### src/rtl/vc_envelope_sequencer_if.sv
`default_nettype none
// ============================================================================
// Module   : vc_envelope_sequencer_if
// Brief    : Control/phase bundle between keypad logic, sequencer and gain block
// Revision : 1.0
// ============================================================================
interface vc_envelope_sequencer_if #(
  parameter int CNT_W = 16
) ();

  logic             sample_tick;
  logic             start;
  logic             stop;
  logic             loop;
  logic [7:0]       attack_len;
  logic [CNT_W-1:0] hold_len;
  logic [7:0]       decay_len;
  logic [CNT_W-1:0] mute_len;

  logic             t1;
  logic             t2;
  logic             t3;
  logic             t4;
  logic             gain_enable;
  logic             busy;
  logic             done;
  logic [7:0]       burst_cnt;

  modport master (
    output sample_tick, start, stop, loop,
    output attack_len, hold_len, decay_len, mute_len,
    input  t1, t2, t3, t4, gain_enable, busy, done, burst_cnt
  );

  modport slave (
    input  sample_tick, start, stop, loop,
    input  attack_len, hold_len, decay_len, mute_len,
    output t1, t2, t3, t4, gain_enable, busy, done, burst_cnt
  );

endinterface
`default_nettype wire

### src/rtl/vc_envelope_sequencer.sv
`default_nettype none
// ============================================================================
// Module   : vc_envelope_sequencer
// Brief    : Attack/hold/decay/mute phase controller for the gain-envelope block
// Revision : 1.0
// ============================================================================
module vc_envelope_sequencer #(
  parameter int CNT_W     = 16,
  parameter int DECAY_MAX = 131
) (
  input  logic                    clk,
  input  logic                    rst_n,
  vc_envelope_sequencer_if.slave  bus
);

  typedef enum logic [2:0] {
    IDLE   = 3'd0,
    ATTACK = 3'd1,
    HOLD   = 3'd2,
    DECAY  = 3'd3,
    MUTE   = 3'd4
  } state_e;

  localparam logic [7:0]       DECAY_MAX_C = 8'(DECAY_MAX);
  localparam logic [CNT_W-1:0] CNT_ONE     = CNT_W'(1);

  state_e           state_q, state_d;
  logic [CNT_W-1:0] cnt_q, cnt_d;
  logic [7:0]       atk_q, atk_d;
  logic [CNT_W-1:0] hold_q, hold_d;
  logic [7:0]       dec_q, dec_d;
  logic [CNT_W-1:0] mute_q, mute_d;
  logic [7:0]       burst_q, burst_d;
  logic             done_q, done_d;
  logic             busy_q, busy_d;
  logic [3:0]       t_q, t_d;

  logic [7:0]       dec_clamp;
  logic [CNT_W-1:0] phase_len;
  logic             phase_end;
  logic             latch;
  logic [7:0]       burst_inc;
  state_e           first_new;
  state_e           next_cur;

  // Returns the next phase with a non-zero length after 'from'; IDLE as the
  // source means "start of burst", IDLE as the result means "burst complete".
  function automatic state_e next_phase(input state_e from,
                                        input logic   a_nz,
                                        input logic   h_nz,
                                        input logic   d_nz,
                                        input logic   m_nz);
    state_e nxt;
    nxt = IDLE;
    case (from)
      IDLE: begin
        if (a_nz)      nxt = ATTACK;
        else if (h_nz) nxt = HOLD;
        else if (d_nz) nxt = DECAY;
        else if (m_nz) nxt = MUTE;
      end
      ATTACK: begin
        if (h_nz)      nxt = HOLD;
        else if (d_nz) nxt = DECAY;
        else if (m_nz) nxt = MUTE;
      end
      HOLD: begin
        if (d_nz)      nxt = DECAY;
        else if (m_nz) nxt = MUTE;
      end
      DECAY: begin
        if (m_nz)      nxt = MUTE;
      end
      default: nxt = IDLE;
    endcase
    return nxt;
  endfunction

  assign dec_clamp = (bus.decay_len > DECAY_MAX_C) ? DECAY_MAX_C : bus.decay_len;
  assign burst_inc = (burst_q == 8'hFF) ? burst_q : burst_q + 8'd1;

  always_comb begin
    phase_len = '0;
    case (state_q)
      ATTACK:  phase_len = CNT_W'(atk_q);
      HOLD:    phase_len = hold_q;
      DECAY:   phase_len = CNT_W'(dec_q);
      MUTE:    phase_len = mute_q;
      default: phase_len = '0;
    endcase
  end

  assign phase_end = bus.sample_tick && (cnt_q == phase_len - CNT_ONE);
  assign first_new = next_phase(IDLE, bus.attack_len != 8'd0, bus.hold_len != '0,
                                dec_clamp != 8'd0, bus.mute_len != '0);
  assign next_cur  = next_phase(state_q, atk_q != 8'd0, hold_q != '0,
                                dec_q != 8'd0, mute_q != '0);

  always_comb begin
    state_d = state_q;
    cnt_d   = cnt_q;
    atk_d   = atk_q;
    hold_d  = hold_q;
    dec_d   = dec_q;
    mute_d  = mute_q;
    burst_d = burst_q;
    done_d  = 1'b0;
    latch   = 1'b0;

    case (state_q)
      IDLE: begin
        if (bus.start && !bus.stop) begin
          latch = 1'b1;
          cnt_d = '0;
          if (first_new == IDLE) begin
            done_d  = 1'b1;
            burst_d = burst_inc;
          end else begin
            state_d = first_new;
          end
        end
      end
      default: begin
        if (bus.stop) begin
          state_d = IDLE;
          cnt_d   = '0;
        end else if (phase_end) begin
          cnt_d = '0;
          if (next_cur != IDLE) begin
            state_d = next_cur;
          end else begin
            burst_d = burst_inc;
            if (bus.loop) begin
              latch   = 1'b1;
              state_d = first_new;
            end else begin
              state_d = IDLE;
            end
            // A loop whose fresh lengths are all zero has nothing to run.
            done_d = (state_d == IDLE);
          end
        end else if (bus.sample_tick) begin
          cnt_d = cnt_q + CNT_ONE;
        end
      end
    endcase

    if (latch) begin
      atk_d  = bus.attack_len;
      hold_d = bus.hold_len;
      dec_d  = dec_clamp;
      mute_d = bus.mute_len;
    end

    case (state_d)
      ATTACK:  t_d = 4'b0001;
      HOLD:    t_d = 4'b0010;
      DECAY:   t_d = 4'b0100;
      default: t_d = 4'b1000;
    endcase
    busy_d = (state_d != IDLE);
  end

  always_ff @(posedge clk or negedge rst_n) begin
    if (!rst_n) begin
      state_q <= IDLE;
      cnt_q   <= '0;
      atk_q   <= '0;
      hold_q  <= '0;
      dec_q   <= '0;
      mute_q  <= '0;
      burst_q <= '0;
      done_q  <= 1'b0;
      busy_q  <= 1'b0;
      t_q     <= 4'b1000;
    end else begin
      state_q <= state_d;
      cnt_q   <= cnt_d;
      atk_q   <= atk_d;
      hold_q  <= hold_d;
      dec_q   <= dec_d;
      mute_q  <= mute_d;
      burst_q <= burst_d;
      done_q  <= done_d;
      busy_q  <= busy_d;
      t_q     <= t_d;
    end
  end

  // Phase selects are decoded from the next state so they switch on the same
  // edge as the state register and line up with the pass-through enable.
  assign bus.t1          = t_q[0];
  assign bus.t2          = t_q[1];
  assign bus.t3          = t_q[2];
  assign bus.t4          = t_q[3];
  assign bus.gain_enable = bus.sample_tick;
  assign bus.busy        = busy_q;
  assign bus.done        = done_q;
  assign bus.burst_cnt   = burst_q;

endmodule
`default_nettype wire

### src/flat_wrapper.sv
// flat-port wrapper written by rule: the top's interface ports become plain ports
module vc_envelope_sequencer_flat 
#(
  parameter int CNT_W     = 16,
  parameter int DECAY_MAX = 131
)
  (clk, rst_n, bus_sample_tick, bus_start, bus_stop, bus_loop, bus_attack_len, bus_hold_len, bus_decay_len, bus_mute_len, bus_t1, bus_t2, bus_t3, bus_t4, bus_gain_enable, bus_busy, bus_done, bus_burst_cnt);
  vc_envelope_sequencer_if #(.CNT_W(CNT_W)) bus_i ();
  input  logic clk;
  input  logic rst_n;
  input wire logic [$bits(bus_i.sample_tick)-1:0] bus_sample_tick;
  input wire logic [$bits(bus_i.start)-1:0] bus_start;
  input wire logic [$bits(bus_i.stop)-1:0] bus_stop;
  input wire logic [$bits(bus_i.loop)-1:0] bus_loop;
  input wire logic [$bits(bus_i.attack_len)-1:0] bus_attack_len;
  input wire logic [$bits(bus_i.hold_len)-1:0] bus_hold_len;
  input wire logic [$bits(bus_i.decay_len)-1:0] bus_decay_len;
  input wire logic [$bits(bus_i.mute_len)-1:0] bus_mute_len;
  output wire logic [$bits(bus_i.t1)-1:0] bus_t1;
  output wire logic [$bits(bus_i.t2)-1:0] bus_t2;
  output wire logic [$bits(bus_i.t3)-1:0] bus_t3;
  output wire logic [$bits(bus_i.t4)-1:0] bus_t4;
  output wire logic [$bits(bus_i.gain_enable)-1:0] bus_gain_enable;
  output wire logic [$bits(bus_i.busy)-1:0] bus_busy;
  output wire logic [$bits(bus_i.done)-1:0] bus_done;
  output wire logic [$bits(bus_i.burst_cnt)-1:0] bus_burst_cnt;
  assign bus_i.sample_tick = bus_sample_tick;
  assign bus_i.start = bus_start;
  assign bus_i.stop = bus_stop;
  assign bus_i.loop = bus_loop;
  assign bus_i.attack_len = bus_attack_len;
  assign bus_i.hold_len = bus_hold_len;
  assign bus_i.decay_len = bus_decay_len;
  assign bus_i.mute_len = bus_mute_len;
  assign bus_t1 = bus_i.t1;
  assign bus_t2 = bus_i.t2;
  assign bus_t3 = bus_i.t3;
  assign bus_t4 = bus_i.t4;
  assign bus_gain_enable = bus_i.gain_enable;
  assign bus_busy = bus_i.busy;
  assign bus_done = bus_i.done;
  assign bus_burst_cnt = bus_i.burst_cnt;
  vc_envelope_sequencer #(.CNT_W(CNT_W), .DECAY_MAX(DECAY_MAX)) u_core (.clk(clk), .rst_n(rst_n), .bus(bus_i));
endmodule
### config.mk
export PLATFORM = sky130hd
export DESIGN_NAME = vc_envelope_sequencer_flat
export DESIGN_NICKNAME = d
export VERILOG_FILES = /design/src/rtl/vc_envelope_sequencer_if.sv /design/src/rtl/vc_envelope_sequencer.sv /design/src/flat_wrapper.sv
export SDC_FILE = /design/constraint.sdc
export NUM_CORES = 1
export LEC_CHECK = 0
export ABC_AREA = 1
export BUFFER_PORTS_ARGS = -buffer_cell sky130_fd_sc_hd__buf_2
export CORE_UTILIZATION = 59
export CTS_CLUSTER_SIZE = 28
export DETAILED_ROUTE_END_ITERATION = 12
export GPL_TIMING_DRIVEN = 0
export PLACE_DENSITY_LB_ADDON = 0.25
export SYNTH_ARGS = -nofsm -noshare
export SYNTH_HDL_FRONTEND = slang
export SYNTH_SLANG_ARGS = --single-unit
### constraint.sdc
create_clock -name clk -period 4.3 [get_ports clk]
set_clock_uncertainty 0.2 [all_clocks]
set_input_delay 0.43 -clock clk [delete_from_list [all_inputs] [get_ports clk]]
set_output_delay 0.43 -clock clk [all_outputs]
set_load 0.01 [all_outputs]
==> out/results.ini, run 1 <==
[logic_synthesis]
synth-seq-cells = 81
yosysTopAreaCell = dfrtp_1
synth_common_cells = 200 x nand2_1, 86 x inv_1, 80 x dfrtp_1, 74 x nand3_1, 51 x nor2_1
yosysUniqueCellTypes = 38
synth.most_common_cell = nand2_1
synth_enable_flop_cells = 0
synth_top_cell_area_share = 0.372
syn_area_sq_um = 5380
yosys_warnings = 0
syn_inst = 738
avgSynthCellArea_sq_um = 7.29
syn_nets = 795
ys.flop_type = dfrtp_1
ys_seq_area_frac = 0.377
synth_area_leaders = dfrtp_1 37%, nand2_1 14%, nand3_1 6.9%
synthArstFlopShare = 1.00

[place]
dpl.hpwl_um = 10800
place.gp.congestion = 0.946
io_buffers = 68

[sta]
rsz0062_at_grt = false
finalMaxSlewViolations = 0
setup_viol = 0
slew_headroom = 0.588
finalCritPeriodShare = 0.842
fin_crit_ns = 3.62
finalSetupTns_ns = 0
hold_violations = 0
whs_ns = 0.0690
worst_pin_slew_ns = 0.616
max_clock_freq_ghz = 0.276

[cts]
cts.reportedPaths.clkPinSlew_ns = 0.10
clock_path_buffers = 2
cts_tree = built
cts_made_buffers = 9
cts_sinks = 81
clk_latency_ns = 0.37
htreeDepth = 3
clockRootBuffer = clkbuf_8

[floorplanning]
ios = 69
fp-row-count = 34
core_sq_um = 8760
initial_core_util = 0.614
die_x_um = 97.5
die_h_um = 97.5
dieArea_sq_um = 9510

[power_and_ir_drop]
leakage_nw = 3.16
p_clk_frac = 0.155
powerDensity_nw_per_um2 = 696
ir_drop_mv = 0.433
p_sw_mw = 2.07
pwr-share-seq = 0.289
comb_power_share = 0.556
power.share.switching = 0.485
p_int_mw = 2.19

[worst_setup_path]
worstSetupEndpoint = u_core.dec_q[5]$_DFFE_PN0P_
critPathMaxFanout = 10
worstSetupStartpoint = u_core.state_q[1]$_DFF_PN0_
r2r_slack_ns = 0.68
start_kind = register
r2r-end = u_core.dec_q[5]$_DFFE_PN0P_
critPathKind = register to register
critPathCaptureType = register
reg2reg_from = u_core.state_q[1]$_DFF_PN0_
cp.required_ns = 4.35
arrival_ns = 3.67
reg2reg_depth = 22

[worst_hold_path]
hp-class = input pin to register
min_from = bus_mute_len[1]

[routing]
viasPerCell = 5.48
wl_per_cell_um = 14.9
drcViolationCount = 0
ant_nets = 0
wirelength_um = 13900
drt_iter0_drc = 293
route.vias.total = 5105
first_pass_iters = 5

[cells_and_area]
nNetsFinal = 876
drive_above_1_share = 0.220
fin_util = 0.698
n_antenna_cell = 0
areaGrowthSynthToFinish_pct = 13.8
fillers = 762

[global_routing]
grt_overflow_total = 0
grt_start_max_net_pins = 43
grt_pass1_wl_um = 23700
grt_util_all_layers = 0.313
grt_pass1_vias = 4969
antenna_found_initial = 0

[status]
outcome = finished clean

[job]
cap_viol_max_count = 0

## power by group through the flow
stage                     sequential (mW)  combinational, mW  clock [mW]
final                                1.23               2.37       0.660
after CTS                            1.22               2.34       0.671
after floorplan                      1.17               1.85           0
after global placement               1.22               2.26           0
after detailed placement             1.22               2.33           0
after global routing                 1.25               2.67       0.701
## area by class of cell
class	instances	area, sq um	area share
plain buffers	24	220	0.0360
clock buffers	10	138	0.0225
clock inverters	6	95.1	0.0155
inverters	95	359	0.0587
multi-input cells	538	2770	0.453
flip-flops and latches	81	2030	0.331
well taps	108	135	0.0221
repair buffers	70	373	0.0609
## state kept, by name, summed over array words and instances, names as in the netlist
name / count
u_core.cnt_q: 16
u_core.hold_q: 16
u_core.mute_q: 16
u_core.atk_q: 8
u_core.bus.burst_cnt: 8
u_core.dec_q: 8
u_core.t_q: 4
u_core.state_q: 3
u_core.bus.busy: 1
u_core.bus.done: 1
## routing by layer
| metal | up-vias | global-route usage | share of wire |
|---|---|---|---|
| li1 | 2554 | - | - |
| met3 | 26 | 0.0496 | 0.055 |
| met1 | 2384 | 0.418 | 0.45 |
| met4 | 0 | 0.0962 | 0.020 |
| met2 | 141 | 0.524 | 0.48 |
| met5 | - | 0 | 0 |
## kinds of logic after synthesis
group                      synth area share
and+or+nand+nor                       0.384
buffers and inverters                 0.108
DFF                                   0.377
AOI/OAI and AO/OA                    0.0856
xor gates and xnor gates             0.0391
adders and majority gates           0.00698
## worst min path at each step
stage	slack [ns]	cells after the start	end
after floorplan	-0.07	0	u_core.atk_q[0]$_DFFE_PN0P_
after global placement	0.29	2	u_core.mute_q[5]$_DFFE_PN0P_
after CTS	0.06	3	u_core.atk_q[2]$_DFFE_PN0P_
final	0.07	3	u_core.mute_q[1]$_DFFE_PN0P_
after detailed placement	0.25	1	u_core.hold_q[4]$_DFFE_PN0P_
after global routing	0.07	3	u_core.atk_q[2]$_DFFE_PN0P_
## through the flow
stage | cells | worst slack, ns | power (mW) | cell area [sq um]
after floorplan | 738 | 1.33 | 3.02 | 5380
after global placement | 914 | 0.884 | 3.48 | 5860
after detailed placement | 915 | 0.827 | 3.55 | 5880
after CTS | 932 | 0.774 | 4.23 | 6120
after global routing | 932 | 0.453 | 4.63 | 6120
final | 932 | 0.678 | 4.26 | 6120
## worst max-delay path, stage by stage, from the launching register on
cell	delay, ns
dfrtp_1	0.38
buf_6	0.14
inv_2	0.06
nor2_1	0.05
buf_6	0.14
nand3_1	0.07
nand2_1	0.06
nor2_2	0.25
ha_1	0.27
inv_1	0.07
nor3_1	0.19
nand2_1	0.08
nand3_1	0.09
nand2_1	0.06
nor2_2	0.16
nand2_1	0.07
nor2_1	0.10
nand2_1	0.11
nor2_4	0.22
nand4_2	0.12
nand2_2	0.17
buf_2	0.30
o21ai_0	0.14
## placed cells by master, fill, tap and decap left out, types with 2 or more instances in the layout
cell type,count
o21ai_2,10
nand4_1,27
buf_2,75
buf_4,4
dfrtp_1,80
buf_8,5
nand3_1,74
ha_1,3
clkbuf_8,10
nor2_4,10
o22ai_1,12
nor2_1,51
inv_6,3
nand4_2,2
nor4_1,16
bufinv_16,2
o21ai_0,28
a21oi_1,5
xor2_1,18
nor2_2,9
buf_6,7
o21ai_1,18
nand2_1,200
and2_1,3
nor3_1,8
nand2_2,29
inv_2,8
inv_1,86
xnor2_1,6
## repair_timing
item / CTS / global route
hold buffers: 1 / 0
gates resized for setup: 0 / 0
hold endpoints to repair: 39 / 0
setup buffers: 0 / 0
No activity file was read; power rests on OpenSTA's default activity.
==> inputs of run 2 (changes only) <==
Clock period 4.3 ns to 3.5 ns, I/O delays scaled along.
==> run 2 against run 1 <==
  * The run now ends with hold timing left
  * Non-clock buffer count is 18 higher
  * Sequential share of layout area fell by 1.6 points
  * Clock power rose by 23%
  * Cell count up 1.9%
  * Via count increased by 4.6%
  * Total power increased by 31%
  * Worst setup slack got worse by 0.52 ns
  * Sequential cell count unchanged
  * Design area is 5.0% higher
  * Critical path depth increased by 1
  * Register-to-register slack lost 0.52 ns
  * Critical path type unchanged
  * Highest routed layer unchanged
==> out/results.ini, run 2 (synthesis gave the netlist of run 1 again) <==
[global_routing]
grt_overflow_total = 0  ; unchanged
grt_pass1_vias = 5044  ; +1.5%
grt_start_max_net_pins = 43  ; unchanged
grt_util_all_layers = 0.318  ; +0.00511
antenna_found_initial = 0  ; unchanged
grt_pass1_wl_um = 24000  ; +1.5%

[worst_hold_path]
hp-class = input pin to register

[floorplanning]
die_x_um = 97.5  ; unchanged
fp-row-count = 34  ; unchanged
initial_core_util = 0.614  ; unchanged
die_h_um = 97.5  ; unchanged
ios = 69  ; unchanged
core_sq_um = 8760  ; unchanged
dieArea_sq_um = 9510  ; unchanged

[worst_setup_path]
critPathCaptureType = register
start_kind = register
cp.required_ns = 3.59  ; -0.76 ns
arrival_ns = 3.43  ; -0.24 ns
critPathKind = register to register
critPathMaxFanout = 10  ; unchanged

[cells_and_area]
fillers = 734  ; -3.7%
fin_util = 0.733  ; +0.0347
reg_top3 = u_core.cnt_q (16), u_core.hold_q (16), u_core.mute_q (16)
fin_area_sq_um = 6420  ; +5.0%
instances_no_fill = 950  ; +1.9%
layout_commonest_cell = nand2_1
layout_common_cells = 193 x nand2_1, 85 x inv_1, 80 x dfrtp_1, 72 x buf_2, 69 x nand3_1
drive_above_1_share = 0.252  ; +0.0321
nNetsFinal = 894  ; +2.1%
n_antenna_cell = 0  ; unchanged
areaGrowthSynthToFinish_pct = 19.4

[routing]
first_pass_iters = 5  ; unchanged
viasPerCell = 5.62  ; +2.6%
wirelength_um = 14600  ; +5.1%
route.vias.total = 5340  ; +4.6%
ant_nets = 0  ; unchanged
wl_per_cell_um = 15.3  ; +3.1%
drt_iter0_drc = 404  ; +38%
drcViolationCount = 0  ; unchanged

[cts]
cts.reportedPaths.clkPinSlew_ns = 0.10  ; about the same
clockRootBuffer = clkbuf_8
cts_sinks = 81  ; unchanged
clk_latency_ns = 0.37  ; about the same
clock_path_buffers = 2  ; unchanged
htreeDepth = 3  ; unchanged
cts_made_buffers = 9  ; unchanged
cts_tree = built

[status]
outcome = complete, but fails checks
failed_checks = hold timing

[place]
place.gp.congestion = 0.946  ; unchanged
io_buffers = 68  ; unchanged
dp_slack_ns = 0.0273  ; -0.800 ns
dpl.hpwl_um = 10800  ; unchanged
dp.cells = 915  ; unchanged
placed_area_sq_um = 5880  ; unchanged

[power_and_ir_drop]
leakage_nw = 3.27  ; +3.5%
finalPower_mw = 5.57  ; +31%
powerDensity_nw_per_um2 = 867  ; +25%
ir_drop_mv = 0.543  ; +25%

[job]
cap_viol_max_count = 0  ; unchanged

[sta]
finalMaxSlewViolations = 0  ; unchanged
hold_violations = 1  ; +1
max_clock_freq_ghz = 0.299  ; +8.5%
postLayoutSetupSlackWorst_ns = 0.161  ; -0.517 ns
fin_crit_ns = 3.34  ; -0.283 ns
whs_ns = -0.000267  ; -0.0692 ns
finalCritPeriodShare = 0.954  ; +0.112
setup_viol = 0  ; unchanged
worst_pin_slew_ns = 0.588  ; -0.0276 ns
slew_headroom = 0.605  ; +0.0173
finalSetupTns_ns = 0  ; unchanged

[run 2: timing repair]
| action | CTS | global route |
|---|---|---|
| buffers inserted | 1 | 9 |
| pin swaps | 1 | 18 |
| gates resized for setup | 1 | 38 |
| setup endpoints to repair | 14 | 71 |
| endpoints found under the hold margin | 47 | 0 |
| hold buffers | 9 | 0 |
[run 2: area by class of cell]
type                            count  area [sq um]  area share
Buffer                             24           236      0.0368
Inverter                           95           359      0.0559
Timing Repair Buffer               88           541      0.0841
Multi-Input combinational cell    538          2890       0.450
Clock inverter                      6          95.1      0.0148
Sequential cell                    81          2030       0.316
Tap cell                          108           135      0.0210
Clock buffer                       10           138      0.0214
[run 2: power breakdown]
group / switching [mW] / internal, mW / total [mW]
sequential: 0.261 / 1.25 / 1.52
combinational: 2.04 / 1.20 / 3.24
clock: 0.383 / 0.430 / 0.814
[run 2: final timing paths]
| path | start | endpoint | slack, ns | cells after the start |
|---|---|---|---|---|
| max | u_core.state_q[1]$_DFF_PN0_ | u_core.hold_q[9]$_DFFE_PN0P_ | 0.16 | 23 |
| min | bus_attack_len[1] | u_core.atk_q[1]$_DFFE_PN0P_ | -0.0003 | 3 |
| max reg2reg | u_core.state_q[1]$_DFF_PN0_ | u_core.hold_q[9]$_DFFE_PN0P_ | 0.16 | 23 |
| min reg2reg | u_core.mute_q[7]$_DFFE_PN0P_ | u_core.mute_q[7]$_DFFE_PN0P_ | 0.32 | 2 |
| max in group asynchronous | rst_n | u_core.t_q[3]$_DFF_PN1_ | 2.14 | 3 |
| min in group asynchronous | rst_n | u_core.hold_q[4]$_DFFE_PN0P_ | 0.30 | 2 |
[run 2: metal layers]
metal,vias to the layer above,part of all wire,routed length (um),GRT usage
met5,-,0,0,0
met4,0,0.026,374,0.102
met3,36,0.078,1140,0.0561
met2,211,0.49,7110,0.539
met1,2498,0.41,5940,0.414
li1,2595,-,-,-
[run 2: critical path: stages, from the launching register on]
cell and delay (ns):
dfrtp_1 0.38, buf_6 0.14, inv_2 0.07, nor2_2 0.05, buf_6 0.14, nand3_2 0.07
nand2_2 0.09, nor2_4 0.17, ha_4 0.18, nand2_4 0.07, nor2_4 0.14, buf_12 0.11
a21oi_1 0.07, a21oi_1 0.12, nand2_1 0.06, nor2_1 0.13, nand3_1 0.14, nor2_4 0.23
nand4_4 0.11, nand2_4 0.14, buf_12 0.15, buf_8 0.15, nand2_2 0.06, o21ai_2 0.07
